File: src/rtl/zstr_arb_pkg.sv
// Shared types for the zstr round-robin arbiter.
// The grant lock is a two-state machine: free to re-arbitrate, or held on one requester.
package zstr_arb_pkg;

    typedef enum logic [0:0] {
        LCK_FREE = 1'b0,
        LCK_HELD = 1'b1
    } lck_e;

endpackage

File: src/rtl/zstr_rr_pick.sv
// Rotating priority encoder: the first requester strictly after ptr_i, wrapping at RN.
// Returns index 0 when nothing is requesting.
module zstr_rr_pick #(
    parameter int RN  = 2,
    parameter int RNL = $clog2(RN)
) (
    input  logic [RN-1:0]  req_i,
    input  logic [RNL-1:0] ptr_i,
    output logic [RNL-1:0] sel_o,
    output logic           any_o
);

    logic [RN-1:0] hi_mask_s;
    logic [RN-1:0] hi_req_s;

    function automatic logic [RNL-1:0] lowest(input logic [RN-1:0] v);
        lowest = {RNL{1'b0}};
        for (int i = RN - 1; i >= 0; i--) begin
            lowest = v[i] ? RNL'(i) : lowest;
        end
    endfunction

    // Requests above the pointer win over wrapped ones below or at it.
    always_comb begin
        hi_mask_s = {RN{1'b0}};
        for (int i = 0; i < RN; i++) begin
            hi_mask_s[i] = (i > int'(ptr_i));
        end
        hi_req_s = req_i & hi_mask_s;
        any_o    = |req_i;
        sel_o    = (|hi_req_s) ? lowest(hi_req_s) : lowest(req_i);
    end

endmodule

File: src/rtl/zstr_arb.sv
// Round-robin arbiter sharing one zstr stream among RN requesters, zero forward latency.
// The grant is held across stalls and, with PKT=1, across whole packets.
module zstr_arb
    import zstr_arb_pkg::*;
#(
    parameter int BW  = 8,
    parameter int RN  = 2,
    parameter int RNL = $clog2(RN),
    parameter int PKT = 0
) (
    input  logic              z_clk,
    input  logic              z_rst,
    input  logic [RN-1:0]     s_vld,
    input  logic [RN*BW-1:0]  s_bus,
    input  logic [RN-1:0]     s_lst,
    output logic [RN-1:0]     s_ack,
    output logic              m_vld,
    output logic [BW-1:0]     m_bus,
    output logic              m_lst,
    input  logic              m_ack,
    output logic [RNL-1:0]    m_sel
);

    localparam logic PKT_ON = (PKT != 32'sd0);

    lck_e           lck_q, lck_d;
    logic [RNL-1:0] ptr_q, ptr_d;
    logic [RNL-1:0] gnt_q, gnt_d;
    logic [RNL-1:0] pick_sel_s;
    logic           any_s;
    logic [RNL-1:0] sel_s;
    logic [BW-1:0]  bus_a [RN];

    zstr_rr_pick #(
        .RN  (RN),
        .RNL (RNL)
    ) u_pick (
        .req_i (s_vld),
        .ptr_i (ptr_q),
        .sel_o (pick_sel_s),
        .any_o (any_s)
    );

    // State register: lock, last-served pointer and locked index.
    always_ff @(posedge z_clk) begin
        if (z_rst) begin
            lck_q <= LCK_FREE;
            ptr_q <= RNL'(RN - 1);
            gnt_q <= {RNL{1'b0}};
        end else begin
            lck_q <= lck_d;
            ptr_q <= ptr_d;
            gnt_q <= gnt_d;
        end
    end

    // Next state: release on a completed transfer/packet, lock on stall or open packet.
    always_comb begin
        lck_d = lck_q;
        ptr_d = ptr_q;
        gnt_d = gnt_q;
        if (m_vld && m_ack) begin
            if (!PKT_ON || m_lst) begin
                lck_d = LCK_FREE;
                ptr_d = sel_s;
            end else begin
                lck_d = LCK_HELD;
                gnt_d = sel_s;
            end
        end else if (m_vld) begin
            lck_d = LCK_HELD;
            gnt_d = sel_s;
        end else if ((lck_q == LCK_HELD) && !PKT_ON) begin
            // Source dropped vld under a stall lock; recover instead of hanging.
            lck_d = LCK_FREE;
        end else begin
            lck_d = lck_q;
        end
    end

    // Outputs: route the selected requester straight through, ack back to it only.
    always_comb begin
        for (int i = 0; i < RN; i++) begin
            bus_a[i] = s_bus[i*BW +: BW];
        end
        case (lck_q)
            LCK_HELD: begin
                sel_s = gnt_q;
                m_vld = s_vld[gnt_q];
            end
            LCK_FREE: begin
                sel_s = pick_sel_s;
                m_vld = any_s;
            end
            default: begin
                sel_s = {RNL{1'b0}};
                m_vld = 1'b0;
            end
        endcase
        m_bus        = bus_a[sel_s];
        m_lst        = s_lst[sel_s];
        m_sel        = sel_s;
        s_ack        = {RN{1'b0}};
        s_ack[sel_s] = m_ack;
    end

endmodule

File: config.mk
export PLATFORM = sky130hd
export DESIGN_NAME = zstr_arb
export DESIGN_NICKNAME = d
export VERILOG_FILES = /design/src/rtl/zstr_arb_pkg.sv /design/src/rtl/zstr_rr_pick.sv /design/src/rtl/zstr_arb.sv
export SDC_FILE = /design/constraint.sdc
export NUM_CORES = 1
export LEC_CHECK = 0
export BUFFER_PORTS_ARGS = -buffer_cell sky130_fd_sc_hd__buf_4
export CORE_AREA = 4 4 41 43
export CTS_CLUSTER_DIAMETER = 120
export DETAILED_ROUTE_END_ITERATION = 10
export DIE_AREA = 0 0 45 47
export GPL_TIMING_DRIVEN = 0
export PLACE_DENSITY = 0.62
export SLEW_MARGIN = 40
export SYNTH_ARGS = -nofsm -noshare
export SYNTH_HDL_FRONTEND = slang
export SYNTH_SLANG_ARGS = --single-unit
File: constraint.sdc
create_clock -name z_clk -period 1.7 [get_ports z_clk]
set_input_delay 0.255 -clock z_clk [delete_from_list [all_inputs] [get_ports z_clk]]
set_output_delay 0.255 -clock z_clk [all_outputs]
set_load 0.005 [all_outputs]
# After elaboration in Yosys (flattened, before gate mapping)
# Cells that the tools add are included.
classes:
  n_bitwise: 5
  mux: 17
  n_reduce_logical: 6
  order_cmp: 5
ops:
  columns: ["op", "n"]
  rows:
  - ["8-bit 2-to-1 mux", 3]
  - ["1-bit 2-to-1 mux", 11]
  - ["2-bit OR reduction", 3]
  - ["2-bit AND", 2]
  - ["1-bit by 2-bit < comparator with 1-bit output, second input constant", 2]
  - ["1-bit one-hot mux with 2 select lines", 2]
  - ["2-bit >= comparator, second input constant", 1]
  - ["1-bit logical AND", 2]
  - ["1-bit inverter", 2]
  - ["1-bit inverter with 2-bit output", 1]
  - ["2-bit AND reduction", 1]
  - ["1-bit demux with 1-bit select", 1]
  - ["1-bit >= comparator, second input constant", 1]
  - ["1-bit > comparator, first input constant", 1]
word_totals:
  input_bits: 23
  regBits: 3
  output_inout_bits: 13
  word_cells: 36

# Logic depth before layout (Yosys ltp)
# Gate-level depths: netlist of the first run.
depth:
  word_depth: 11
  mapped_depth: 4
  depth_no_buf: 3

# Hierarchy
# From an unflattened synthesis of the first run, not the netlist that was laid out.
unflattened:
  hier_cells: 31
  area_unflattened_um2: 317.8
modules_own_cells:
  columns: ["mod", "seq_area_each_um2", "n_inst", "area_each_um2", "cells_per_inst"]
  rows:
  - ["zstr_arb", 60.1, 1, 304.0, 29]
  - ["zstr_rr_pick", 0.0, 1, 13.8, 2]

# Worst setup path before layout of the first run
# Ideal clock, no wire load.
synth_path:
  path_type: "reg-to-output"
  startpoint: "register lck_q"
  endpoint: "output m_bus[0]"
  arrival_ns: 1.164
  required_time_ns: 1.445
  stages_incl_launch_ff: 4
  path_slack_ns: 0.281
  path_buffers: 1
  cell_sequence: "dfxtp_1 mux2i_2 buf_6 mux2_4"
synth_via:
  elab_chain_len: 6
synth_rtl:
  columns: ["element", "line_no", "text"]
  rows:
  - ["start: declaration", "zstr_arb.sv:26", "lck_e lck_q, lck_d;"]
  - ["start signal: assignment", "zstr_arb.sv:51", "lck_q <= lck_d;"]
  - ["1-bit inverter", "zstr_arb.sv:86", "case (lck_q)"]
  - ["1-bit one-hot mux with 2 select lines (*)", "zstr_arb.sv:86", null]
  - ["1-bit inverter with 2-bit output (not written as such) (*)", "zstr_arb.sv:100", "m_bus = bus_a[sel_s];"]
  - ["8-bit 2-to-1 mux (not written as such) (*) (3 in series)", "zstr_arb.sv:100", null]
  - ["end: declaration", "zstr_arb.sv:18", "output logic [BW-1:0] m_bus,"]
# Every way passes the cells marked *; elsewhere a longest branch is shown, timed or not. The select of a mux whose other input is x is not followed.

# Final worst setup path of the first run
layout_path:
  startpoint: "register lck_q"
  endpoint: "output m_bus[3]"
# The elaborated chain is that of the path after synthesis.

==> impl_results.md, run 1 <==
* Antenna Nets Post-Route at 0
* Most numerous cell in the Yosys netlist: mux2_4
* Clock Pin Slew Worst Setup and Hold Paths at about 0.040 ns
* H-tree levels at 1
* Util after Layout at 55.67%
* Register area share after synthesis at roughly a fifth
* Yosys warning total at 0
* First-pass GRT wire length at about 1600 µm
* R2r setup slk at 0.64 ns
* Post-synth cell types at 16
* Clk_skew at about 0.0018 ns
* Slew @ Worst Pin at approximately 0.21 ns
* Worst-skew pair later-pin latency at about 0.23 ns
* #FFs+latches synth at 3
* Pwr Density at ~570 mW/mm²
* Startpoint class of the critical path: register
* Rows at 13
* Avg Inst Size Synth at roughly 10 µm²
* Crit path capture: m_bus[3]
* Crit end category: output port
* Detailed Route Iter0 Violations at 8
* Status: complete, but fails checks
* Setup Crit Path Kind: reg2out
* Vias per std cell at about 4.6
* Layout area overhead at 126.2%
* Die ar. at approximately 0.0021 mm²
* Area share of the leading cell type in the synthesized netlist at approximately a third
* Vias in the first global route at about 400
* GPL Wtd Cong at about 0.79
* Synth async-reset ratio at 0%
* Max_cap viols at 0
* Hold Vio Cnt, Final at 0
* Core area at ~0.0013 mm²
* DR vias at around 420
* Unrepaired setup endpoints after global routing: true
* Drt pass-1 iters at 4
* Synthesized cell area at 320.3 µm²
* Failing checks: negative setup slack
* CTS tree: done
* Die Y at between 40 and 50 µm
* Final setup margin at -0.01550 ns
* Worst vdd ir at ~0.37 mV
* Clk sinks at 3
* Routed WL per cell at 13.49 µm
* Ports at 36
* Ratio of cells with drive above 1 in the final layout at roughly three quarters
* Number of port buffers at 35
* Final wirelength at around 1200 µm
* CTS max path bufs at 2
* Primary FF master, synth: dfxtp_1
* # diodes at 0
* Clk root buf: clkbuf_4
* Initial Utilization at roughly 25%
* Final HPWL DP at between 800 and 900 µm
* Worst EP arrival at about 1.5 ns
* Top cells by count, synth: mux2_4 (7), a21oi_1 (4), dfxtp_1 (3)
* Die Span X at about 45 µm
* Highest clock rate at roughly 0.6 GHz
* DP Cell Count at between 80 and 90
* Max Slew Vio Count at 0
* Reg2Reg Launch Point: lck_q$_SDFF_PP0_
* Dominant cell type by area after synthesis: mux2_4
* Nets at between 90 and 100
* Fin area at roughly 720 µm²
* Initial antenna violation count at 0
* Syn nets at 55
* P_leak at 0.3782 nW
* # setup viols final at 5
* Global Route Usage Sum at a little under an eighth
* HP Class: in2reg
* Crit Path Max Fanout at 5
* Cells after synthesis at 32
* Post-synth EDFFs at 0
* DRC at 0
* Num CTS Buffers at 3
* Min cycle time layout at 1.716 ns
* Max_slew headroom at between 80% and 90%
* Final Cycle Share at 100.9%
* Worst r2r dst: gnt_q$_SDFFE_PP0P_
* Largest net degree at the start of global routing at 7
* Worst hold slack at approximately 0.2 ns
* Placed instance area at approximately 600 µm²
* Top cells by area, synth: mux2_4 (33%), dfxtp_1 (19%), mux2_2 (7.0%)
* Crit path from: lck_q$_SDFF_PP0_
* Worst path required time at between 1 and 1.5 ns
* Total grt overflow at 0
* Reg2reg path depth at 4
* Post-route insts no fill at 90
[kinds of logic (layout without fill, tap and decap cells)]
kind of cell    Yosys count  after routing  share of synthesized area [%]
compound gates            7              7                          14.06
simple gates              7              7                          10.94
buf+inv                   3             46                          5.860
flops                     3              3                          18.75
mux                      12             12                          50.39
[sequential cells by signal (all words and copies together), names as in the netlist]
signal  count
gnt_q       1
lck_q       1
ptr_q       1
[worst min-delay path by stage]
| stage | startpoint | cells past startpoint | end | slack, ns |
|---|---|---|---|---|
| 6_report | z_rst | 2 | lck_q$_SDFF_PP0_ | 0.20 |
| 4_1_cts | z_rst | 2 | lck_q$_SDFF_PP0_ | 0.19 |
| 3_5_place_dp | z_rst | 2 | lck_q$_SDFF_PP0_ | 0.45 |
| 2_1_floorplan | z_rst | 1 | gnt_q$_SDFFE_PP0P_ | 0.33 |
| 5_1_grt | z_rst | 2 | lck_q$_SDFF_PP0_ | 0.19 |
| 3_3_place_gp | z_rst | 2 | lck_q$_SDFF_PP0_ | 0.45 |
[worst max-delay path, cell delays in order, from the launching register on]
cell and delay [ns]:
dfxtp_4 0.36, mux2i_4 0.28, buf_6 0.17, mux2_4 0.31, buf_6 0.12
[repair_timing]
item	in CTS	in global routing
buffers inserted	2	1
setup endpoints to repair	9	9
resized for setup	10	9
gates cloned	1	0
hold buffers	0	0
[cell usage in the layout (no fill, tap or decap)]
master,netlist,final
buf_4,0,27
buf_6,1,13
mux2_4,7,9
a21oi_1,4,4
clkbuf_4,0,3
inv_1,2,2
mux2i_1,2,2
nor2_1,2,2
nand2_1,2,2
a21boi_2,1,1
mux2i_4,0,1
and2_1,1,1
nor2b_1,1,1
o21ai_0,1,1
a311oi_1,1,1
nor3b_1,1,1
clkbuf_1,0,1
dfxtp_1,3,1
dfxtp_4,0,1
dfxtp_2,0,1
[stage by stage]
| stage | total power, mW | worst slack, ns | setup TNS, ns |
|---|---|---|---|
| 4_1_cts | 0.3962 | -0.006895 | -0.02570 |
| 6_report | 0.4107 | -0.01550 | -0.04916 |
| 5_1_grt | 0.4371 | -0.07484 | -0.4853 |
| 3_5_place_dp | 0.2447 | 0.003061 | 0 |
| 3_3_place_gp | 0.2419 | 0.01115 | 0 |
| 2_1_floorplan | 0.1531 | 0.2807 | 0 |
[layer usage]
layer / vias to the layer above / wire, µm / GRT usage [%]
li1: 203 / - / -
met1: 174 / 400 / 9.091
met2: 36 / 587 / 20.34
met3: 4 / 198 / 6.130
met4: 0 / 27 / 10.53
met5: - / 0 / 0
[where the power goes]
group	switching, mW	internal (mW)
Clock	0.0391	0.0881
Sequential	0.00672	0.0754
Combinational	0.0623	0.139
[layout make-up]
cell class,count,area (µm²)
inverter,2,7.507
sequential,3,65.06
buffer,1,11.26
fill,124,576.8
tap,15,18.77
clock buffer,4,26.28
multi-input combinational,26,257.7
timing repair buffer,39,337.8
No activity file was read; power rests on OpenSTA's default activity.
==> run 2: changes to the inputs <==
--- a/config.mk
+++ b/config.mk
@@ -6,10 +6,10 @@
 export NUM_CORES = 1
 export LEC_CHECK = 0
 export BUFFER_PORTS_ARGS = -buffer_cell sky130_fd_sc_hd__buf_4
-export CORE_AREA = 4 4 41 43
+export CORE_AREA = 2 2 39 41
 export CTS_CLUSTER_DIAMETER = 120
 export DETAILED_ROUTE_END_ITERATION = 10
-export DIE_AREA = 0 0 45 47
+export DIE_AREA = 0 0 41 43
 export GPL_TIMING_DRIVEN = 0
 export PLACE_DENSITY = 0.62
 export SLEW_MARGIN = 40
==> impl_results.md, run 2 (same netlist as run 1, synthesis figures left out) <==
* Status: complete, but fails checks
* Failing checks: negative setup slack
* Antenna Nets Post-Route at 0 (unchanged)
* Routed WL per cell at 10.90 µm (-19%)
* Setup Crit Path Kind: reg2out
* Fillers at 128 (+3.2%)
* Hold Vio Cnt, Final at 0 (unchanged)
* Max_cap viols at 0 (unchanged)
* Buf/Inv on CP at 2 (unchanged)
* Final Cycle Share at 100.5% (-0.39 points)
* Commonest non-fill, non-tap cells in the layout: buf_4 (27), buf_6 (12), mux2_4 (9)
* Clk sinks at 3 (unchanged)
* Initial antenna violation count at 0 (unchanged)
* Top Registers: gnt_q x1, lck_q x1, ptr_q x1
* # diodes at 0 (unchanged)
* Ratio of cells with drive above 1 in the final layout at 74.32% (-0.34 points)
* Final setup margin at -0.008848 ns (+0.006655 ns)
* Fin area at 714.4 µm² (-1.4%)
* Crit path max-delay cell type: dfxtp_4
* Commonest non-fill, non-tap cell in the layout: buf_4
* CTS max path bufs at 2 (unchanged)
* First-pass GRT wire length at 1338 µm (-17%)
* Startpoint class of the critical path: register
* Num CTS Buffers at 3 (unchanged)
* Die Span X at 41 µm (-8.9%)
* GPL Wtd Cong at 0.6667 (-15%)
* Cts hold-fix bufs at 0 (unchanged)
* Pwr Density at 556.3 mW/mm² (-1.9%)
* Worst path required time at 1.44 ns (about the same)
* Number of port buffers at 35 (unchanged)
* Unrepaired setup endpoints after global routing: true
* Max_slew headroom at 85.74% (-0.15 points)
* Reg2Reg Launch Point: lck_q$_SDFF_PP0_
* Die Y at 43 µm (-8.5%)
* Drt pass-1 iters at 3 (-1)
* Worst EP arrival at 1.45 ns (about the same)
* Global Route Usage Sum at 10.87% (-0.67 points)
* CTS tree: done
* Placed instance area at 603.1 µm² (+0.21%)
* Final HPWL DP at 717.9 µm (-12%)
* Cells along the critical path: mux2i_4 > buf_6 > mux2_4 > buf_6
* Detailed Route Iter0 Violations at 3 (-5)
* Clock Pin Slew Worst Setup and Hold Paths at 0.04 ns (about the same)
* Crit Path Max Fanout at 5 (unchanged)
* Rows at 14 (+1)
* Min cycle time layout at 1.709 ns (-0.006655 ns)
* Total grt overflow at 0 (unchanged)
* Initial Utilization at 23.15% (-1.5 points)
* H-tree levels at 1 (unchanged)
* CP dominant cell by count: buf_6
* CP peak stage delay at 0.36 ns (about the same)
* Final wirelength at 981 µm (-19%)
* Nets at 98 (-1.0%)
* Worst-skew pair later-pin latency at 0.23 ns (about the same)
* Core area at 0.001384 mm² (+6.3%)
* DR vias at 412 (-1.2%)
* Vias per std cell at 4.578 (-1.2%)
* HP Class: in2reg
* Largest net degree at the start of global routing at 7 (unchanged)
* Slew @ Worst Pin at 0.2094 ns (+0.002228 ns)
* Worst vdd ir at 0.3631 mV (-0.85%)
* Crit end category: output port
* Crit-path leading delay family: multiplexers
* # setup viols final at 5 (unchanged)
* Util after Layout at 51.63% (-4.0 points)
* Crit path from: lck_q$_SDFF_PP0_
* Vias in the first global route at 366 (-7.3%)
* DRC at 0 (unchanged)
* Ports at 36 (unchanged)
* Clk_skew at 0.001381 ns (-0.0004047 ns)
* Highest clock rate at 0.5852 GHz (+0.39%)
* Die ar. at 0.001763 mm² (-17%)
* Hold Crit Start: z_rst
* Layout area overhead at 123.0%
* Max Slew Vio Count at 0 (unchanged)
* Clk root buf: clkbuf_4
* P_leak at 0.3726 nW (-1.5%)
-- run 2: stage by stage --
stage	TNS [ns]	instances	power, mW	hold WS [ns]	setup slack (ns)
final	-0.02534	90	0.3975	0.2006	-0.008848
after detailed placement	0	83	0.2421	0.4440	0.01343
after global placement	0	83	0.2405	0.4459	0.005647
after floorplan	0	32	0.1531	0.3271	0.2807
after global routing	-0.3802	90	0.4265	0.2044	-0.06024
after CTS	-0.07310	90	0.4008	0.1877	-0.01839
-- run 2: power by group --
group / total (mW) / leakage (nW) / internal (mW) / switching (mW)
clock: 0.122 / 0.0150 / 0.0878 / 0.0345
combinational: 0.193 / 0.332 / 0.135 / 0.0579
sequential: 0.0820 / 0.0251 / 0.0755 / 0.00649
-- run 2: worst paths after layout --
kind	slack, ns	depth (start not counted)	end
max	-0.009	4	m_bus[2]
min	0.20	2	lck_q$_SDFF_PP0_
max reg2reg	0.66	4	gnt_q$_SDFFE_PP0P_
min reg2reg	0.51	2	ptr_q$_SDFFE_PP1P_
-- run 2: area by class of cell --
cell class | instances | area, µm² | area share, %
timing repair buffer | 38 | 326.6 | 45.71
buffer | 1 | 11.26 | 1.576
sequential | 3 | 65.06 | 9.107
tap | 16 | 20.02 | 2.802
inverter | 2 | 7.507 | 1.051
multi-input combinational | 26 | 257.7 | 36.08
clock buffer | 4 | 26.28 | 3.678
-- run 2: per-layer routing --
metal  vias to the layer above  global-route usage [%]  routed length, µm
li1                        199                       -                  -
met1                       185                   11.33                340
met2                        28                   18.44                465
met3                         0                   1.047                175
met4                         0                   8.000                  0
met5                         -                       0                  0
-- run 2: timing repair --
item / CTS / global route
cloned: 1 / 0
buffers inserted: 2 / 0
setup endpoints to repair: 9 / 9
endpoints found under the hold margin: 0 / 0
gates resized for setup: 14 / 4
-- run 2: worst reg2reg max path: stages (launching register included) --
cell and delay [ns]:
dfxtp_4 0.35, buf_4 0.14, nor2_1 0.13, a21oi_1 0.08, a311oi_1 0.24
